$ cat config.mk
export PLATFORM = sky130hd
export DESIGN_NAME = branch_resolve_queue
export DESIGN_NICKNAME = d
export VERILOG_FILES = /design/src/rtl/branch_resolve_queue_pkg.sv /design/src/rtl/branch_resolve_queue_bp_fifo.sv /design/src/rtl/branch_resolve_queue.sv
export SDC_FILE = /design/constraint.sdc
export NUM_CORES = 1
export LEC_CHECK = 0
export ABC_CLOCK_PERIOD_IN_PS = 2450
export BUFFER_PORTS_ARGS = -buffer_cell sky130_fd_sc_hd__buf_4
export CORE_MARGIN = 3
export CORE_UTILIZATION = 50
export CTS_CLUSTER_DIAMETER = 100
export DETAILED_ROUTE_END_ITERATION = 10
export PLACE_DENSITY = 0.75
export SETUP_SLACK_MARGIN = 0.1
export SLEW_MARGIN = 20
export SYNTH_ARGS = -nofsm -noshare
export SYNTH_HDL_FRONTEND = slang
export SYNTH_SLANG_ARGS = --single-unit
$ cat constraint.sdc
create_clock -name clk -period 2.45 [get_ports clk]
set_input_delay 0.1225 -clock clk [delete_from_list [all_inputs] [get_ports clk]]
set_output_delay 0.1225 -clock clk [all_outputs]
set_load 0.05 [all_outputs]
$ cat src/rtl/branch_resolve_queue_pkg.sv
// Shared types and default sizing for the branch predictor pipeline:
// fetch, the resolve queue and the branch history table all import these.
package branch_resolve_queue_pkg;

  localparam int BRQ_DEPTH = 4;
  localparam int BRQ_IDX_W = 5;

  typedef struct packed {
    logic [BRQ_IDX_W-1:0] idx;
    logic                 taken;
  } brq_entry_t;

  typedef enum logic [1:0] {
    MODE_EMPTY   = 2'd0,
    MODE_PARTIAL = 2'd1,
    MODE_FULL    = 2'd2
  } brq_mode_e;

  function automatic brq_mode_e brq_mode_of(input int unsigned cnt, input int unsigned depth);
    if (cnt == 0) return MODE_EMPTY;
    if (cnt >= depth) return MODE_FULL;
    return MODE_PARTIAL;
  endfunction

endpackage

$ cat src/rtl/branch_resolve_queue_bp_fifo.sv
// Generic DEPTH x W register FIFO. Clear empties the queue by snapping the
// write pointer onto the (post-pop) read pointer; a same-cycle push is dropped.
module bp_fifo #(
  parameter int DEPTH = 4,
  parameter int W     = 6,
  parameter int CNT_W = $clog2(DEPTH) + 1
) (
  input  logic             clk,
  input  logic             reset,
  input  logic             push,
  input  logic [W-1:0]     push_data,
  input  logic             pop,
  input  logic             clear,
  output logic [W-1:0]     rd_data,
  output logic [CNT_W-1:0] count,
  output logic             full,
  output logic             empty
);

  localparam int PTR_W = $clog2(DEPTH);

  logic [W-1:0]     mem_q [DEPTH];
  logic [PTR_W-1:0] wr_ptr_q, wr_ptr_d;
  logic [PTR_W-1:0] rd_ptr_q, rd_ptr_d;
  logic [CNT_W-1:0] count_q, count_d;
  logic             do_push, do_pop;

  assign full    = (count_q == CNT_W'(DEPTH));
  assign empty   = (count_q == '0);
  assign count   = count_q;
  assign rd_data = mem_q[rd_ptr_q];

  always_comb begin
    do_push  = push && !full && !clear;
    do_pop   = pop && !empty;
    wr_ptr_d = wr_ptr_q;
    rd_ptr_d = rd_ptr_q;
    count_d  = count_q + CNT_W'(do_push) - CNT_W'(do_pop);
    if (do_push) wr_ptr_d = wr_ptr_q + PTR_W'(1);
    if (do_pop)  rd_ptr_d = rd_ptr_q + PTR_W'(1);
    if (clear) begin
      wr_ptr_d = rd_ptr_d;
      count_d  = '0;
    end
  end

  always_ff @(posedge clk) begin
    if (reset) begin
      wr_ptr_q <= '0;
      rd_ptr_q <= '0;
      count_q  <= '0;
    end else begin
      wr_ptr_q <= wr_ptr_d;
      rd_ptr_q <= rd_ptr_d;
      count_q  <= count_d;
    end
  end

  // Storage carries data only; it is never reset.
  always_ff @(posedge clk) begin
    if (do_push) mem_q[wr_ptr_q] <= push_data;
  end

endmodule

$ cat src/rtl/branch_resolve_queue.sv
// In-order branch tracker: queues predictions from fetch, pairs each with its
// execute-stage resolution, and emits a registered table update plus flush.
module branch_resolve_queue
  import branch_resolve_queue_pkg::*;
#(
  parameter int DEPTH = BRQ_DEPTH,
  parameter int IDX_W = BRQ_IDX_W,
  parameter int CNT_W = $clog2(DEPTH) + 1
) (
  input  logic             clk,
  input  logic             reset,
  input  logic             pred_valid,
  input  logic [IDX_W-1:0] pred_idx,
  input  logic             pred_taken,
  output logic             pred_ready,
  input  logic             res_valid,
  input  logic             res_taken,
  output logic             upd_valid,
  output logic [IDX_W-1:0] upd_addr,
  output logic             upd_taken,
  output logic             mispredict,
  output logic [CNT_W-1:0] count,
  output logic             underflow
);

  localparam int ENT_W = IDX_W + 1;

  logic [ENT_W-1:0] head;
  logic [CNT_W-1:0] fifo_count;
  logic             fifo_full, fifo_empty;
  brq_mode_e        mode;
  logic [IDX_W-1:0] head_idx;
  logic             head_taken;
  logic             pop_ok, mis, push;

  logic             upd_valid_q, upd_valid_d;
  logic [IDX_W-1:0] upd_addr_q, upd_addr_d;
  logic             upd_taken_q, upd_taken_d;
  logic             mispredict_q, mispredict_d;
  logic             underflow_q, underflow_d;

  bp_fifo #(
    .DEPTH (DEPTH),
    .W     (ENT_W),
    .CNT_W (CNT_W)
  ) u_fifo (
    .clk       (clk),
    .reset     (reset),
    .push      (push),
    .push_data ({pred_idx, pred_taken}),
    .pop       (res_valid),
    .clear     (mis),
    .rd_data   (head),
    .count     (fifo_count),
    .full      (fifo_full),
    .empty     (fifo_empty)
  );

  assign mode       = brq_mode_of(32'(fifo_count), DEPTH);
  assign head_idx   = head[ENT_W-1:1];
  assign head_taken = head[0];

  always_comb begin
    pop_ok       = res_valid && (mode != MODE_EMPTY);
    mis          = pop_ok && (head_taken != res_taken);
    // A mismatching pop makes anything fetched this cycle wrong-path.
    push         = pred_valid && !fifo_full && !mis;
    upd_valid_d  = pop_ok;
    upd_addr_d   = pop_ok ? head_idx : upd_addr_q;
    upd_taken_d  = pop_ok ? res_taken : upd_taken_q;
    mispredict_d = mis;
    underflow_d  = underflow_q || (res_valid && fifo_empty);
  end

  // Registered update stage
  always_ff @(posedge clk) begin
    if (reset) begin
      upd_valid_q  <= 1'b0;
      upd_addr_q   <= '0;
      upd_taken_q  <= 1'b0;
      mispredict_q <= 1'b0;
      underflow_q  <= 1'b0;
    end else begin
      upd_valid_q  <= upd_valid_d;
      upd_addr_q   <= upd_addr_d;
      upd_taken_q  <= upd_taken_d;
      mispredict_q <= mispredict_d;
      underflow_q  <= underflow_d;
    end
  end

  assign pred_ready = !fifo_full;
  assign count      = fifo_count;
  assign upd_valid  = upd_valid_q;
  assign upd_addr   = upd_addr_q;
  assign upd_taken  = upd_taken_q;
  assign mispredict = mispredict_q;
  assign underflow  = underflow_q;

endmodule

==> impl_metrics.csv <==
group,metric,value,unit
hold_path,hp-class,"input pin to register",
synth,ys_seq_area_frac,0.626,
setup_path,critPathKind,"register to register",
timing,setup_slack,0.0730,ns
cells_and_area,seq_area,1050,um2
synth,synth_top_area_share,0.433,
floorplanning,row_count,20,
cells_and_area,stdcell_count,199,
synth,synth_edf_count,24,
hold_path,hold_start,"reset",
hold_path,hold_depth,2,
cells_and_area,antennaDiodeCount,0,
floorplanning,top_level_ports,24,
synth,synth_area_per_cell,14.2,um2
place,post-place-ws,0.0950,ns
synth,ys_ff_latch,40,
cells_and_area,final_core_util,0.665,
synth,synth_xor_area_frac,0.0414,
synth,synthAdderAreaFrac,0.0571,
floorplanning,die_h,63.7,um
grt,met2_usage,0.259,
setup_path,r2r_cells,8,
flow_run,drv_cap,0,
drt,drtPass1Iterations,4,
drt,routedWlPerCell,14.6,um
grt,grt.total_usage,0.166,
grt,grt_pass1_wl,4.93,mm
place,hpwlAfterDp,1.95,mm
floorplanning,start_util,0.536,
setup_path,critical_path.top_delay_family,"adder cells",
synth,synthArstFlopShare,0,
grt,antenna_found_initial,0,
timing,final_hold_viol_count,0,
clock_tree,clock-root-buffer,"clkbuf_4",
timing,period_needed,2.38,ns
timing,fin_crit_sh,0.970,
drt,ant_nets,0,
floorplanning,die_w,63.7,um
setup_path,critical-path-max-stage-delay,0.51,ns
setup_path,worst_path_max_delay_cell,"mux4_2",
clock_tree,clk_pin_slew,0.12,ns
drt,avgViaCountPerCell,5.05,
clock_tree,clock_latency,0.35,ns
synth,syn_nets,135,
grt,grt_util_met3,0.0820,
clock_tree,clock-sinks,40,
setup_path,required,2.69,ns
run_status,status,"finished clean",
timing,clock.fmax,421,MHz
setup_path,crit_path_start_kind,"register",
clock_tree,htree_levels,2,
drt,vias,1004,
synth,yosysMostFrequentCell,"edfxtp_1",
grt,grt-ovfl-total,0,
synth,syn-cell-area,1660,um2
setup_path,crit_path_max_fanout,5,
power,power.leakage,0.781,nW
setup_path,crit_cells,8,
place,place_inst,182,
drt,drc,0,
cells_and_area,nFillCells,247,
power,power,2.19,mW
synth,synthTopCellsByCount,"edfxtp_1, dfxtp_1, nand2_1, a21oi_1",
timing,tightestPinTransition,0.388,ns
place,port_buffers,23,
synth,synthTopCellsByArea,"edfxtp_1, dfxtp_1, mux4_1, ha_1, nand2_1",
grt,grt_pass1_vias,1011,
drt,drtIter0Drc,39,
timing,setup_violations,0,
power,peakVddDrop,0.545,mV
setup_path,reg2reg_setup_slack,0.07,ns
grt,met1_usage,0.199,
synth,synth_ff_type,"edfxtp_1",
cells_and_area,area_growth,23.9,%
drt,postRouteWirelength,2.91,mm
clock_tree,cts_inserted_buffers,5,
cells_and_area,drive_gt1_frac,0.316,
floorplanning,core_area,3100,um2
timing,timing.slew.headroom,0.738,
timing,hold_slack,0.0462,ns
floorplanning,dieArea,4060,um2
power,p_per_area,1060,nW/um2
grt,grt_most_used_layer,"met2",
setup_path,path_buf_inv,0,
hold_path,holdPathEnd,"upd_addr[1]",
cells_and_area,multi_input_area,592,um2
timing,final.setup_skew,0.00983,ns
place,place_congestion,0.729,
setup_path,r2r_start,"u_fifo.mem_q[3][0]",
timing,grt_setup_unrepaired,"true",
timing,slew_violations,0,
timing,fin_setup_tns,0,ns
clock_tree,cts.path.max_buffers,2,
synth,synthMuxAreaShare,0.108,
synth,synthSimpleGateAreaFrac,0.0872,
synth,synth_top_family_by_area,"multiplexers",
synth,yosysTopAreaCell,"edfxtp_1",
synth,synthCells,117,
setup_path,cp_common_cell,"xnor2_2",
synth,synth-compound-area-share,0.0481,
synth,synth.distinct_cells,31,
setup_path,crit_chain,"mux4_2, xnor2_2, o21ba_4, ha_1, fa_2, xnor2_2, xnor2_1, nor3_1",
place,postPlaceCellArea,1910,um2
setup_path,end_kind,"register",
setup_path,arrival,2.62,ns
cells_and_area,stdcell_area,2060,um2
setup_path,r2r-end,"u_fifo.count[2]",
clock_tree,cts_tree,"yes",
synth,synth_warnings,0,
cells_and_area,nNetsFinal,172,
grt,grt_max_degree,17,
cell usage in the layout, fill, tap and decap left out, types with 4 or more instances in the layout:
master	Yosys	layout
buf_4	0	28
edfxtp_1	24	24
nand2_1	13	13
dfxtp_1	16	12
a21oi_1	8	8
dlygate4sd3_1	0	7
inv_1	6	6
ha_1	6	6
mux4_1	5	5
clkbuf_4	0	5
and2_1	4	4
nor2_1	4	4
xnor2_1	5	4
repair_timing:
action,in CTS,in global routing
endpoints found under the setup margin,1,2
pin swaps,1,0
endpoints found under the hold margin,24,1
hold buffers,6,1
buffers inserted,0,2
gates resized for setup,1,2
flip-flops by register name (all words and copies together), names as in the netlist:
signal,flops
upd_taken,1
u_fifo.count,3
mispredict,1
u_fifo.wr_ptr_q,2
upd_valid,1
u_fifo.mem_q,24
underflow,1
u_fifo.rd_ptr_q,2
upd_addr,5
logic make-up (layout without fill, tap and decap cells):
kind of cell | Yosys count | in the layout
DFF | 40 | 40
and+or+nand+nor | 30 | 30
AOI/OAI and AO/OA | 13 | 13
buffers and inverters | 12 | 50
muxes | 8 | 8
adders and majority gates | 7 | 7
xor gates and xnor gates | 7 | 7
area by class of cell:
class / count / area share
multi-input cells: 65 / 0.287
well taps: 44 / 0.0267
flip-flops and latches: 40 / 0.510
clock inverters: 3 / 0.00910
inverters: 7 / 0.0133
repair buffers: 35 / 0.136
clock buffers: 5 / 0.0182
power breakdown:
part	switching [mW]	total [mW]	internal, mW
Clock	0.213	0.321	0.108
Combinational	0.533	0.925	0.392
Sequential	0.0789	0.942	0.863
how the worst max path moves through the flow:
stage,end,slack (ns),startpoint
2_1_floorplan,u_fifo.count[2],0.11,u_fifo.rd_ptr_q[0]
4_1_cts,u_fifo.count[2],0.09,u_fifo.mem_q[3][0]
6_report,u_fifo.count[2],0.07,u_fifo.mem_q[3][0]
3_3_place_gp,u_fifo.count[2],0.17,u_fifo.rd_ptr_q[0]
5_1_grt,u_fifo.count[2],-0.04,u_fifo.mem_q[3][0]
3_5_place_dp,u_fifo.count[2],0.1,u_fifo.mem_q[3][0]
per-layer routing:
layer  share of wire  vias to the layer above
met5               0                        -
met4           0.014                        0
met3           0.053                        5
met2            0.49                       32
met1            0.45                      476
li1                -                      491
Note: power is estimated with default switching activity, not from simulation.
